$ cat src/rtl/spike_event_logger.sv
// spike_event_logger
//   Timestamps spike events from the adaptive-threshold neuron and buffers
//   them in a first-word-fall-through FIFO. A readout host drains the FIFO
//   over a valid/ready handshake. Lost events are flagged and counted.
//
// Optional feature macro: TS_ROLLOVER_EN
//   When defined, a marker entry is pushed on every timestamp wrap, so the
//   host can extend the timestamp in software.
//
// Ports
//   clk, rst_n        clock, synchronous active-low reset
//   spike_in          one event per high cycle (while enable=1)
//   state_in[7:0]     membrane state captured with the spike
//   enable            timestamp advance / capture enable
//   clear             synchronous flush of FIFO, timestamp, flags
//   ev_valid/ready    FIFO head handshake
//   ev_data           {marker, spike, ts[TS_WIDTH-1:0], state[7:0]}, 0 when empty
//   level             FIFO occupancy 0..DEPTH
//   overflow          sticky drop flag
//   drop_count        saturating count of dropped events
module spike_event_logger #(
  parameter int TS_WIDTH = 16,
  parameter int DEPTH    = 8
) (
  input  logic                    clk,
  input  logic                    rst_n,
  input  logic                    spike_in,
  input  logic [7:0]              state_in,
  input  logic                    enable,
  input  logic                    clear,
  output logic                    ev_valid,
  input  logic                    ev_ready,
  output logic [TS_WIDTH+9:0]     ev_data,
  output logic [$clog2(DEPTH):0]  level,
  output logic                    overflow,
  output logic [7:0]              drop_count
);
  localparam int DW        = TS_WIDTH + 10;
  localparam int AW        = $clog2(DEPTH);
  localparam int CNT_WIDTH = AW + 1;
  localparam logic [CNT_WIDTH-1:0] FULL = CNT_WIDTH'(DEPTH);

  logic [DW-1:0]        r_mem [DEPTH];
  logic [AW-1:0]        r_wptr, r_rptr;
  logic [CNT_WIDTH-1:0] r_level;
  logic [TS_WIDTH-1:0]  r_ts;
  logic                 r_ovf;
  logic [7:0]           r_drop;

  logic          w_marker, w_push_req, w_push, w_pop, w_drop, w_full, w_empty;
  logic [7:0]    w_state;
  logic [DW-1:0] w_entry;

`ifdef TS_ROLLOVER_EN
  // ts is all-ones exactly on the wrap edge, so the entry's ts field is
  // all-ones without special casing.
  assign w_marker = enable & (r_ts == {TS_WIDTH{1'b1}});
`else
  assign w_marker = 1'b0;
`endif

  assign w_push_req = enable & (spike_in | w_marker);
  // A marker-only entry carries state 0.
  assign w_state    = spike_in ? state_in : 8'h00;
  assign w_entry    = {w_marker, spike_in, r_ts, w_state};

  assign w_full  = (r_level == FULL);
  assign w_empty = (r_level == '0);
  assign w_pop   = ~w_empty & ev_ready;
  // When full, a same-edge pop frees the slot the push lands in.
  assign w_push  = w_push_req & (~w_full | w_pop);
  assign w_drop  = w_push_req & w_full & ~w_pop;

  always_ff @(posedge clk) begin
    if (!rst_n || clear) begin
      r_wptr  <= '0;
      r_rptr  <= '0;
      r_level <= '0;
      r_ts    <= '0;
      r_ovf   <= 1'b0;
      r_drop  <= '0;
    end else begin
      if (enable) r_ts <= r_ts + 1'b1;
      if (w_push) r_wptr <= r_wptr + 1'b1;
      if (w_pop)  r_rptr <= r_rptr + 1'b1;
      case ({w_push, w_pop})
        2'b10:   r_level <= r_level + 1'b1;
        2'b01:   r_level <= r_level - 1'b1;
        default: r_level <= r_level;
      endcase
      if (w_drop) begin
        r_ovf <= 1'b1;
        if (r_drop != 8'hFF) r_drop <= r_drop + 1'b1;
      end
    end
  end

  // Storage needs no reset: the head is masked while empty.
  always_ff @(posedge clk) begin
    if (rst_n && !clear && w_push) r_mem[r_wptr] <= w_entry;
  end

  assign ev_valid   = ~w_empty;
  assign ev_data    = w_empty ? '0 : r_mem[r_rptr];
  assign level      = r_level;
  assign overflow   = r_ovf;
  assign drop_count = r_drop;
endmodule
$ cat config.mk
export PLATFORM = sky130hd
export DESIGN_NAME = spike_event_logger
export DESIGN_NICKNAME = d
export VERILOG_FILES = /design/src/rtl/spike_event_logger.sv
export SDC_FILE = /design/constraint.sdc
export NUM_CORES = 1
export LEC_CHECK = 0
export BUFFER_PORTS_ARGS = -buffer_cell sky130_fd_sc_hd__buf_2
export CAP_MARGIN = 25
export CORE_MARGIN = 3
export CORE_UTILIZATION = 30
export CTS_BUF_LIST = sky130_fd_sc_hd__clkbuf_8 sky130_fd_sc_hd__clkbuf_16
export CTS_CLUSTER_DIAMETER = 50
export DETAILED_ROUTE_END_ITERATION = 7
export GPL_TIMING_DRIVEN = 0
export HOLD_SLACK_MARGIN = 0.03
export SLEW_MARGIN = 20
export SYNTH_ARGS = -nofsm -noshare
export SYNTH_HDL_FRONTEND = slang
export SYNTH_SLANG_ARGS = --single-unit
$ cat constraint.sdc
create_clock -name clk -period 5.5 [get_ports clk]
set_clock_uncertainty 0.15 [all_clocks]
set_input_delay 1.65 -clock clk [delete_from_list [all_inputs] [get_ports clk]]
set_output_delay 1.65 -clock clk [all_outputs]
set_load 0.01 [all_outputs]
* Yosys cells after proc, flatten, opt, wreduce, memory -nomap -nowiden
Memory sizes are Yosys's and may differ from the RTL's. A register that Yosys moved wholly into a read port is not among the register bits. Index checks and enable logic that the tools add are counted.
Word-level totals: flip-flop bits (word level) 35, bits in latches 0, memory bits (writable) 200, memory bits (read-only) 0, input port bits 14, memories kept 1
Operators by class: $add $sub $neg 6, multipliers 0, div/mod/pow operators 0, magnitude comparators 0, eq/ne operators 4, shifts and indexed selects 0, mux-type cells 7, bitwise gates (word level) 9, reduce and logical (&&, ||, !) cells 8
Memory list:
- r_mem | words 8, width 25, rd ports 1, clocked after Yosys merged registers in 1, wr ports 1, line 43 | logic [DW-1:0] r_mem [DEPTH];
Operator list (count):
- 26-bit 2-to-1 mux | 1
- 16-bit by 1-bit adder with 16-bit output (second input constant) | 1
- 8-bit by 1-bit adder with 8-bit output (second input constant) | 1
- 8-bit 2-to-1 mux | 1
- 8-bit != test (second input constant) | 1
- 4-bit case mux with 2 select lines | 1
- 3-bit by 1-bit adder with 3-bit output (second input constant) | 2
- 3-bit 2-to-1 mux | 2
- 1-bit AND | 5
- 4-bit by 1-bit adder with 4-bit output (second input constant) | 1
- 4-bit == test (second input constant) | 1
- 4-bit logical NOT | 1
- 4-bit by 1-bit subtractor with 4-bit output (second input constant) | 1
- 1-bit inverter | 3
- 2-bit by 1-bit == test with 1-bit output (second input constant) | 1
- 2-bit == test (second input constant) | 1
- 1-bit logical AND | 2
- 1-bit logical NOT | 2
- 1-bit 2-to-1 mux | 2
- 2-bit AND reduction | 1
- 2-bit nonzero test | 1
- 1-bit logical OR | 1
- 1-bit OR | 1

* Longest topological paths before layout
Gate-level depths: netlist of run 1.
depth after elaboration 8, mapped depth 9, gate-level depth less buffers 7

* Worst setup path before layout of run 1
OpenSTA, ideal clock, no wires.
path type in2reg, start point input enable, end point memory r_mem[0][0] (netlist bit), enable pin, arrival time 4.645 ns, slack 0.267 ns, stages 6, buffers on the path 2, cell sequence clkbuf_1 -> and2_1 -> clkbuf_1 -> o21ai_0 -> or3_1 -> nor3_1
Between the ends: longest elaborated chain between the ends 5
Ends and longest elaborated chain:
- start: declaration | line 29 | input logic enable,
- 1-bit AND | line 62 | assign w_push_req = enable & (spike_in | w_marker);
- 1-bit AND | line 71 | assign w_push = w_push_req & (~w_full | w_pop);
- 1-bit logical AND | line 100 | if (rst_n && !clear && w_push) r_mem[r_wptr] <= w_entry;
- 1-bit 2-to-1 mux | line 100
- 1-bit 2-to-1 mux (implied by the code) | line 100
- end: declaration | line 43
Every way passes these cells.

==> results.json, run 1 <==
{
  "status": "completed",
  "clkSlewWorstSetupHoldPaths_ps": 60,
  "die-area_um2": 33700,
  "port-buffer-count": 51,
  "synthFlopType": "sky130_fd_sc_hd__edfxtp_1",
  "postCtsResizedCells": 0,
  "clock-root-buffer": "sky130_fd_sc_hd__clkbuf_16",
  "layout_worst_path_cycle_share_pct": 85.7,
  "finalHoldViolations": 0,
  "n_antenna_cell": 0,
  "cp_num_buf_inv": 3,
  "antenna_found_initial": 0,
  "floorplan.initialDensity_pct": 30.7,
  "final-max-slew-violation-count": 0,
  "drt-total-wl_um": 19900,
  "synth_area_leaders": "sky130_fd_sc_hd__edfxtp_1, sky130_fd_sc_hd__mux4_2, sky130_fd_sc_hd__dfxtp_1",
  "critical_path.max_fanout": 10,
  "cap_viol_max_count": 0,
  "ys.warnings.count": 0,
  "first_global_vias": 5130,
  "areaGrowthSynthToFinish_pct": 21.8,
  "total_clock_buffers_created_by_cts": 28,
  "total_power_mw": 3.92,
  "via_count": 5135,
  "final_area_um2": 11500,
  "unrepaired_setup_endpoints_after_global_routing": "no",
  "critical_path.top_delay_family": "buffers and inverters",
  "fin_hold_ws_ps": 324,
  "cp-end-kind": "primary output",
  "syn-instance-count": 550,
  "final_util_pct": 37.4,
  "detail-route-antenna-nets": 0,
  "top_cell_type_s_share_of_synthesized_area_pct": 63.5,
  "synthMostInstantiatedCell": "sky130_fd_sc_hd__edfxtp_1",
  "largest_net_degree_at_the_start_of_global_routing": 16,
  "postSynthAreaPerCell_um2": 17.2,
  "powerDensity_nw_per_um2": 340,
  "ys_types": 41,
  "postCtsSetupBuffers": 0,
  "setup_viol_count_final": 0,
  "syn-num-nets": 569,
  "fmax_mhz": 212,
  "critical_path.most_common_cell": "sky130_fd_sc_hd__clkbuf_1",
  "detail_route.drc_violations": 0,
  "worstMarginPinSlew_ps": 1010,
  "worst_path_largest_cell_delay_ps": 740,
  "wire_length_of_the_first_global_routing_pass_um": 30800,
  "cts-hold-fix-buffers": 0,
  "first_pass_iters": 5,
  "cts_tree": "built",
  "post_dp_cell_area_um2": 10500,
  "viasPerCell": 4.82,
  "mappedNetlistArea_um2": 9460,
  "clock_sink_count": 238,
  "timing.critical_path.slowest_stage_cell": "sky130_fd_sc_hd__clkbuf_1",
  "num_ports": 54,
  "grt-ovfl-total": 0,
  "die_width_um": 184,
  "die_y_um": 184,
  "worst_hold_path_type": "reg -> reg",
  "synth_top_cells_by_count": "sky130_fd_sc_hd__edfxtp_1, sky130_fd_sc_hd__nor2_1, sky130_fd_sc_hd__mux4_2, sky130_fd_sc_hd__dfxtp_1, sky130_fd_sc_hd__mux2i_1",
  "clock_latency_ps": 520,
  "gp_congestion": 0.724,
  "drt_iter0_markers": 425,
  "core_area_um2": 30800,
  "startpoint_type": "flop",
  "num-fill-cells": 2819,
  "asr_flop_ratio_synth_pct": 0,
  "setup.worst_path.class": "reg -> out",
  "finalCriticalPeriod_ps": 4710,
  "ctsLongestPathBuffers": 3,
  "critical_path_data_arrival_time_ps": 2910,
  "final_layout_size_suffix_gt1_share_pct": 27.5,
  "placement_rows": 64,
  "maximum_level_of_the_cts_h_tree": 1,
  "seq_area_frac_synth_pct": 71.5,
  "power.static_leakage_nw": 3.61,
  "routedWlPerCell_um": 18.7,
  "path_cells": "clkbuf_1 > clkbuf_1 > mux4_2 > mux2i_1 > nor2_1 > buf_2",
  "detailed_place_hpwl_um": 13000,
  "peakVddDrop_mv": 0.198,
  "cell_taking_the_most_area_after_synthesis": "sky130_fd_sc_hd__edfxtp_1",
  "synth_enable_flop_cells": 200,
  "slew-limit-headroom_pct": 32.5,
  "cp.required_ps": 3700,
  "grt_util_all_layers_pct": 11.8,
  "design.final.nets": 667,
  "synth.ff_latch_count": 238
}
per-stage QoR:
| stage | worst slack (ps) | TNS (ps) | instances |
|---|---|---|---|
| after floorplan | 267 | 0 | 550 |
| final | 788 | 0 | 1066 |
| after detailed placement | 919 | 0 | 1012 |
| after CTS | 560 | 0 | 1064 |
| after global placement | -1830 | -132280 | 997 |
| after global routing | 532 | 0 | 1066 |
cells in the final DEF, fill, tap and decap left out, types with 4 or more instances in the layout:
cell,n
sky130_fd_sc_hd__nand4_1,7
sky130_fd_sc_hd__dfxtp_1,38
sky130_fd_sc_hd__nor4_1,6
sky130_fd_sc_hd__o21ai_0,6
sky130_fd_sc_hd__clkbuf_8,4
sky130_fd_sc_hd__buf_16,6
sky130_fd_sc_hd__mux4_2,50
sky130_fd_sc_hd__clkinv_2,4
sky130_fd_sc_hd__mux2i_1,29
sky130_fd_sc_hd__and2_1,9
sky130_fd_sc_hd__xor2_1,10
sky130_fd_sc_hd__o31ai_1,4
sky130_fd_sc_hd__nor2_1,53
sky130_fd_sc_hd__inv_1,6
sky130_fd_sc_hd__nand3_1,10
sky130_fd_sc_hd__buf_2,53
sky130_fd_sc_hd__a21oi_1,11
sky130_fd_sc_hd__buf_6,7
sky130_fd_sc_hd__or4_1,4
sky130_fd_sc_hd__clkbuf_1,22
sky130_fd_sc_hd__nor2_4,6
sky130_fd_sc_hd__xnor2_1,9
sky130_fd_sc_hd__edfxtp_1,200
sky130_fd_sc_hd__nor3_1,8
sky130_fd_sc_hd__nand2_1,18
sky130_fd_sc_hd__or3_1,6
sky130_fd_sc_hd__clkinvlp_4,5
sky130_fd_sc_hd__ha_1,5
sky130_fd_sc_hd__buf_4,8
sky130_fd_sc_hd__clkbuf_16,30
sky130_fd_sc_hd__nand2b_1,4
worst min-delay path: cells and delay by family, from the launching register on:
family | cells | cell delay (ps)
AND/OR/NAND/NOR | 2 | 120
flip-flops | 1 | 320
cell type report:
type	instances	area (µm²)	share of cell area, %
Sequential cell	238	6770	58.7
Buffer	31	141	1.23
Clock inverter	18	176	1.53
Clock buffer	34	806	6.99
Timing Repair Buffer	68	522	4.53
Multi-Input combinational cell	277	2600	22.5
Tap cell	396	495	4.30
Inverter	4	15.0	0.130
per-layer routing:
metal  GRT usage (%)  up-vias  part of all wire (%)
li1                -     2364                     -
met1            17.1     2641                    46
met2            18.8      109                    47
met3            2.06       21                   4.6
met4            2.77        0                   1.6
met5               0        -                     0
power breakdown:
group          internal (mW)  switching [mW]
registers               1.94         0.00404
clock network           1.15           0.727
logic                 0.0378          0.0580
registers in the layout, summed over array words and instances (netlist names), named ones only:
register	count
r_rptr	3
level	4
overflow	1
r_ts	16
drop_count	8
r_wptr	3
r_mem	200
logic make-up (layout without fill, tap and decap cells):
group	Yosys count	after routing	synth area share, %
flops	238	238	71.5
simple gates	139	139	7.05
mux	80	80	15.1
buf+inv	35	155	1.65
compound gates	33	33	2.21
xor+xnor	19	19	1.76
fa+ha+maj	5	5	0.661
other cells	1	1	0.0396
path summary, 6_finish.rpt:
kind / startpoint / endpoint / depth (start not counted) / slack [ps]
setup / recovery: flop / ev_data[13] / 6 / 790
hold / removal: overflow$_SDFFE_PP0P_ / overflow$_SDFFE_PP0P_ / 2 / 320
setup reg to reg: level[0]$_SDFFE_PP0P_ / r_mem[4][3]$_DFFE_PP_ / 7 / 2580
hold reg to reg: overflow$_SDFFE_PP0P_ / overflow$_SDFFE_PP0P_ / 2 / 320
(Power assumes the default switching activity.)
==> run 2, diff against run 1 <==
CORE_ASPECT_RATIO = 1.5   (was not set)
==> results.json, run 2 (synthesis results as in run 1) <==
{
  "worstMarginPinSlew_ps": 1000,
  "placement_rows": 79,
  "fmax_mhz": 224,
  "powerDensity_nw_per_um2": 315,
  "status": "completed",
  "floorplan.initialDensity_pct": 30.5,
  "port-buffer-count": 51,
  "maximum_level_of_the_cts_h_tree": 1,
  "power.static_leakage_nw": 3.51,
  "cp.required_ps": 3700,
  "p_sw_mw": 0.693,
  "finalCriticalPeriod_ps": 4460,
  "layout_worst_path_cycle_share_pct": 81.0,
  "routedWlPerCell_um": 18.6,
  "post-place-cells": 1019,
  "cp-end-kind": "primary output",
  "worst_path_largest_cell_delay_ps": 800,
  "postCtsResizedCells": 0,
  "clock-root-buffer": "sky130_fd_sc_hd__clkbuf_16",
  "antenna_found_initial": 0,
  "die_y_um": 223,
  "viasPerCell": 4.68,
  "total_internal_power_mw": 2.86,
  "clkSlewWorstSetupHoldPaths_ps": 70,
  "most_frequent_standard_cell_in_the_layout_excluding_fill_and_tap_cells": "sky130_fd_sc_hd__edfxtp_1",
  "gp_congestion": 0.717,
  "die_width_um": 151,
  "num-fill-cells": 2932,
  "final_layout_size_suffix_gt1_share_pct": 25.5,
  "path_cells": "clkbuf_1 > buf_1 > mux2i_1 > nor2_1 > buf_2",
  "grt-ovfl-total": 0,
  "ctsLongestPathBuffers": 3,
  "slew-limit-headroom_pct": 33.2,
  "die-area_um2": 33700,
  "drt-total-wl_um": 19800,
  "cts-hold-fix-buffers": 0,
  "clock_latency_ps": 500,
  "total_clock_buffers_created_by_cts": 22,
  "post_dp_cell_area_um2": 10500,
  "setup.worst_path.class": "reg -> out",
  "cts_tree": "built",
  "grt_util_all_layers_pct": 12.0,
  "first_global_vias": 5198,
  "total_power_mw": 3.55,
  "worst_hold_path_type": "reg -> reg",
  "final_util_pct": 36.3,
  "unrepaired_setup_endpoints_after_global_routing": "no",
  "design.final.nets": 662,
  "wire_length_of_the_first_global_routing_pass_um": 30800,
  "via_count": 4977,
  "detailed_place_hpwl_um": 13000,
  "clock_sink_count": 238,
  "n_antenna_cell": 0,
  "combPwrFrac_pct": 2.7,
  "finalNonFillerCells": 1063,
  "final-max-slew-violation-count": 0,
  "largest_register": "r_mem",
  "fin_tns_setup_ps": 0,
  "cap_viol_max_count": 0,
  "largest_register_ff_count": 200,
  "areaGrowthSynthToFinish_pct": 19.2,
  "p_seq_share_pct": 54.8,
  "power_switching_share_pct": 19.5,
  "first_pass_iters": 4,
  "power.clock.fraction_pct": 42.4,
  "postCtsSetupBuffers": 0,
  "largest_net_degree_at_the_start_of_global_routing": 18,
  "mostFrequentLayoutCells": "sky130_fd_sc_hd__edfxtp_1, sky130_fd_sc_hd__buf_2, sky130_fd_sc_hd__nor2_1",
  "timing.critical_path.slowest_stage_cell": "sky130_fd_sc_hd__buf_1",
  "setup_ws_ps": 1040,
  "final_area_um2": 11300,
  "detail-route-antenna-nets": 0,
  "core_area_um2": 31000,
  "placement.setup.worst_slack_ps": 704,
  "startpoint_type": "flop",
  "setup_viol_count_final": 0,
  "fin_hold_ws_ps": 330,
  "drt_iter0_markers": 339,
  "critical_path_data_arrival_time_ps": 2660,
  "detail_route.drc_violations": 0,
  "critical_path.max_fanout": 10,
  "finalHoldViolations": 0,
  "num_ports": 54,
  "peakVddDrop_mv": 0.206
}
run 2: changes by cell type in the layout (fill, tap and decap cells not counted):
cell / change
sky130_fd_sc_hd__buf_8: +1
sky130_fd_sc_hd__inv_6: -1
sky130_fd_sc_hd__buf_4: +1
sky130_fd_sc_hd__buf_6: -1
sky130_fd_sc_hd__clkbuf_16: -7
sky130_fd_sc_hd__inv_1: +3
sky130_fd_sc_hd__inv_8: -2
sky130_fd_sc_hd__clkinv_1: +1
sky130_fd_sc_hd__clkinvlp_4: -4
sky130_fd_sc_hd__clkinv_8: -1
sky130_fd_sc_hd__clkbuf_8: -2
run 2: per-layer routing:
metal	part of all wire (%)	GRT usage (%)
met1	41	15.0
met2	53	21.2
met3	3.5	1.73
met4	2.5	3.95
met5	0	0
run 2: path summary, 6_finish.rpt:
check	slack, ps	from	to	depth (start not counted)
worst max-delay path	1040	flop	ev_data[19]	5
worst min-delay path	330	r_rptr[1]$_SDFFE_PP0N_	r_rptr[1]$_SDFFE_PP0N_	2
worst max register to register	2670	level[0]$_SDFFE_PP0P_	level[2]$_SDFFE_PP0P_	8
worst min register to register	330	r_rptr[1]$_SDFFE_PP0N_	r_rptr[1]$_SDFFE_PP0N_	2
run 2: area by class of cell:
cell class	instances	area, µm²	area share [%]
Buffer	31	141	1.25
Clock buffer	25	603	5.35
Clock inverter	14	114	1.01
Inverter	4	15.0	0.133
Multi-Input combinational cell	277	2600	23.0
Sequential cell	238	6770	60.0
Tap cell	405	507	4.49
Timing Repair Buffer	69	533	4.73
run 2: power groups by stage:
stage	Clock (mW)	Combinational [mW]	Sequential, mW
floorplan	0	0.0574	1.99
global placement	0	0.0946	1.99
detailed placement	0	0.0986	1.99
CTS	1.54	0.0988	1.95
global route	1.62	0.108	1.95
finish	1.51	0.0974	1.95
run 2: worst max-delay path: cells and delay by family (launching register included):
family,cells,cell delay (ps)
multiplexers,1,390
buffers and inverters,3,1380
AND/OR/NAND/NOR,1,70
flip-flops,1,300
==> run 3, diff against run 2 <==
clock period = 3.99 ns   (was 5.5 ns; I/O delays follow)
==> results.json, run 3 (synthesis results as in run 1) <==
{
  "cp.required_ps": 2640,
  "timing.critical_path.slowest_stage_cell": "sky130_fd_sc_hd__mux4_2",
  "first_global_vias": 5282,
  "path_cells": "clkbuf_1 > buf_2 > mux4_2 > mux2i_1 > nor2_1 > buf_2",
  "wire_length_of_the_first_global_routing_pass_um": 31100,
  "antenna_found_initial": 0,
  "powerDensity_nw_per_um2": 421,
  "floorplan.initialDensity_pct": 30.5,
  "unrepaired_setup_endpoints_after_global_routing": "no",
  "die_y_um": 223,
  "post_dp_cell_area_um2": 10500,
  "largest_register": "r_mem",
  "status": "completed",
  "critical_path.max_fanout": 10,
  "maximum_level_of_the_cts_h_tree": 1,
  "placement_rows": 79,
  "slew-limit-headroom_pct": 40.8,
  "clock_sink_count": 238,
  "layout_worst_path_cycle_share_pct": 95.6,
  "critical_path.most_common_cell": "sky130_fd_sc_hd__buf_2",
  "num-fill-cells": 2945,
  "cts-hold-fix-buffers": 0,
  "final_layout_size_suffix_gt1_share_pct": 25.9,
  "startpoint_type": "flop",
  "clock-root-buffer": "sky130_fd_sc_hd__clkbuf_16",
  "die_width_um": 151,
  "p_seq_share_pct": 57.2,
  "min-delay-start": "overflow$_SDFFE_PP0P_",
  "detailed_place_hpwl_um": 13200,
  "total_power_mw": 4.69,
  "routedWlPerCell_um": 18.9,
  "cts_tree": "built",
  "final-max-slew-violation-count": 0,
  "drt-total-wl_um": 19900,
  "power.clock.fraction_pct": 39.9,
  "largest_register_ff_count": 200,
  "fmax_mhz": 262,
  "num_ports": 54,
  "setup_viol_count_final": 0,
  "drt_iter0_markers": 329,
  "critical_path_data_arrival_time_ps": 2470,
  "met2_length_um": 10800,
  "mostFrequentLayoutCells": "sky130_fd_sc_hd__edfxtp_1, sky130_fd_sc_hd__buf_2, sky130_fd_sc_hd__nor2_1",
  "fin_hold_ws_ps": 331,
  "postCtsSetupBuffers": 0,
  "worst_path_largest_cell_delay_ps": 550,
  "via_count": 4965,
  "highest_layer": "met4",
  "die-area_um2": 33700,
  "final_util_pct": 35.9,
  "peakVddDrop_mv": 0.294,
  "worst_hold_path_type": "reg -> reg",
  "core_area_um2": 31000,
  "worstMarginPinSlew_ps": 887,
  "detail-route-antenna-nets": 0,
  "met1_length_um": 7650,
  "worstReg2RegStart": "level[2]$_SDFFE_PP0P_",
  "clock_latency_ps": 500,
  "grt-ovfl-total": 0,
  "n_antenna_cell": 0,
  "p_sw_mw": 0.922,
  "areaGrowthSynthToFinish_pct": 17.8,
  "finalHoldViolations": 0,
  "gp_congestion": 0.707,
  "power_switching_share_pct": 19.7,
  "power.static_leakage_nw": 3.45,
  "met3_length_um": 866,
  "detail_route.drc_violations": 0,
  "cp-end-kind": "primary output",
  "most_frequent_standard_cell_in_the_layout_excluding_fill_and_tap_cells": "sky130_fd_sc_hd__edfxtp_1",
  "first_pass_iters": 4,
  "setup.worst_path.class": "reg -> out",
  "largest_net_degree_at_the_start_of_global_routing": 20,
  "combPwrFrac_pct": 2.9,
  "port-buffer-count": 51,
  "design.final.nets": 654,
  "final_area_um2": 11100,
  "clkSlewWorstSetupHoldPaths_ps": 70,
  "cap_viol_max_count": 0,
  "total_internal_power_mw": 3.77,
  "postCtsResizedCells": 10,
  "ctsLongestPathBuffers": 3,
  "finalCriticalPeriod_ps": 3810,
  "viasPerCell": 4.72,
  "grt_util_all_layers_pct": 12.1,
  "total_clock_buffers_created_by_cts": 21
}
## run 3: worst paths after layout
kind | endpoint | slack (ps) | cells after the start
setup / recovery | ev_data[20] | 180 | 6
hold reg to reg | overflow$_SDFFE_PP0P_ | 330 | 2
setup reg to reg | r_mem[0][13]$_DFFE_PP_ | 1140 | 8
hold / removal | overflow$_SDFFE_PP0P_ | 330 | 2
## run 3: layout make-up
type                       instances  area, µm²  area share (%)
tap                              405        507            4.55
sequential                       238       6770            60.7
clock inverter                    14       86.3           0.775
multi-input combinational        277       2610            23.4
timing repair buffer              62        450            4.04
inverter                           4       15.0           0.135
buffer                            31        166            1.49
clock buffer                      22        539            4.84
## run 3: layer usage
layer | up-vias | track usage [%]
met1 | 2512 | 14.3
li1 | 2319 | -
met4 | 0 | 4.77
met2 | 101 | 22.0
met5 | - | 0
met3 | 33 | 1.69
## run 3: worst max-delay path: cells and delay by family, from the launching register on
kind	cells	cell delay, ps
AND/OR/NAND/NOR	1	70
multiplexers	2	850
buffers and inverters	3	740
flip-flops	1	300
## run 3: stage by stage
stage | setup slack (ps) | setup TNS [ps] | instances
3_3_place_gp | -1680 | -301710 | 1006
5_1_grt | 19.9 | 0 | 1053
2_1_floorplan | -121 | -9440 | 550
6_report | 176 | 0 | 1053
4_1_cts | 3.96 | 0 | 1053
3_5_place_dp | -318 | -10750 | 1017
## run 3: power by group through the flow
stage               sequential (mW)  clock [mW]  combinational, mW
floorplan                      2.74           0             0.0792
global placement               2.74           0              0.133
detailed placement             2.74           0              0.138
CTS                            2.68        1.92              0.139
global route                   2.68        2.01              0.150
finish                         2.68        1.87              0.134
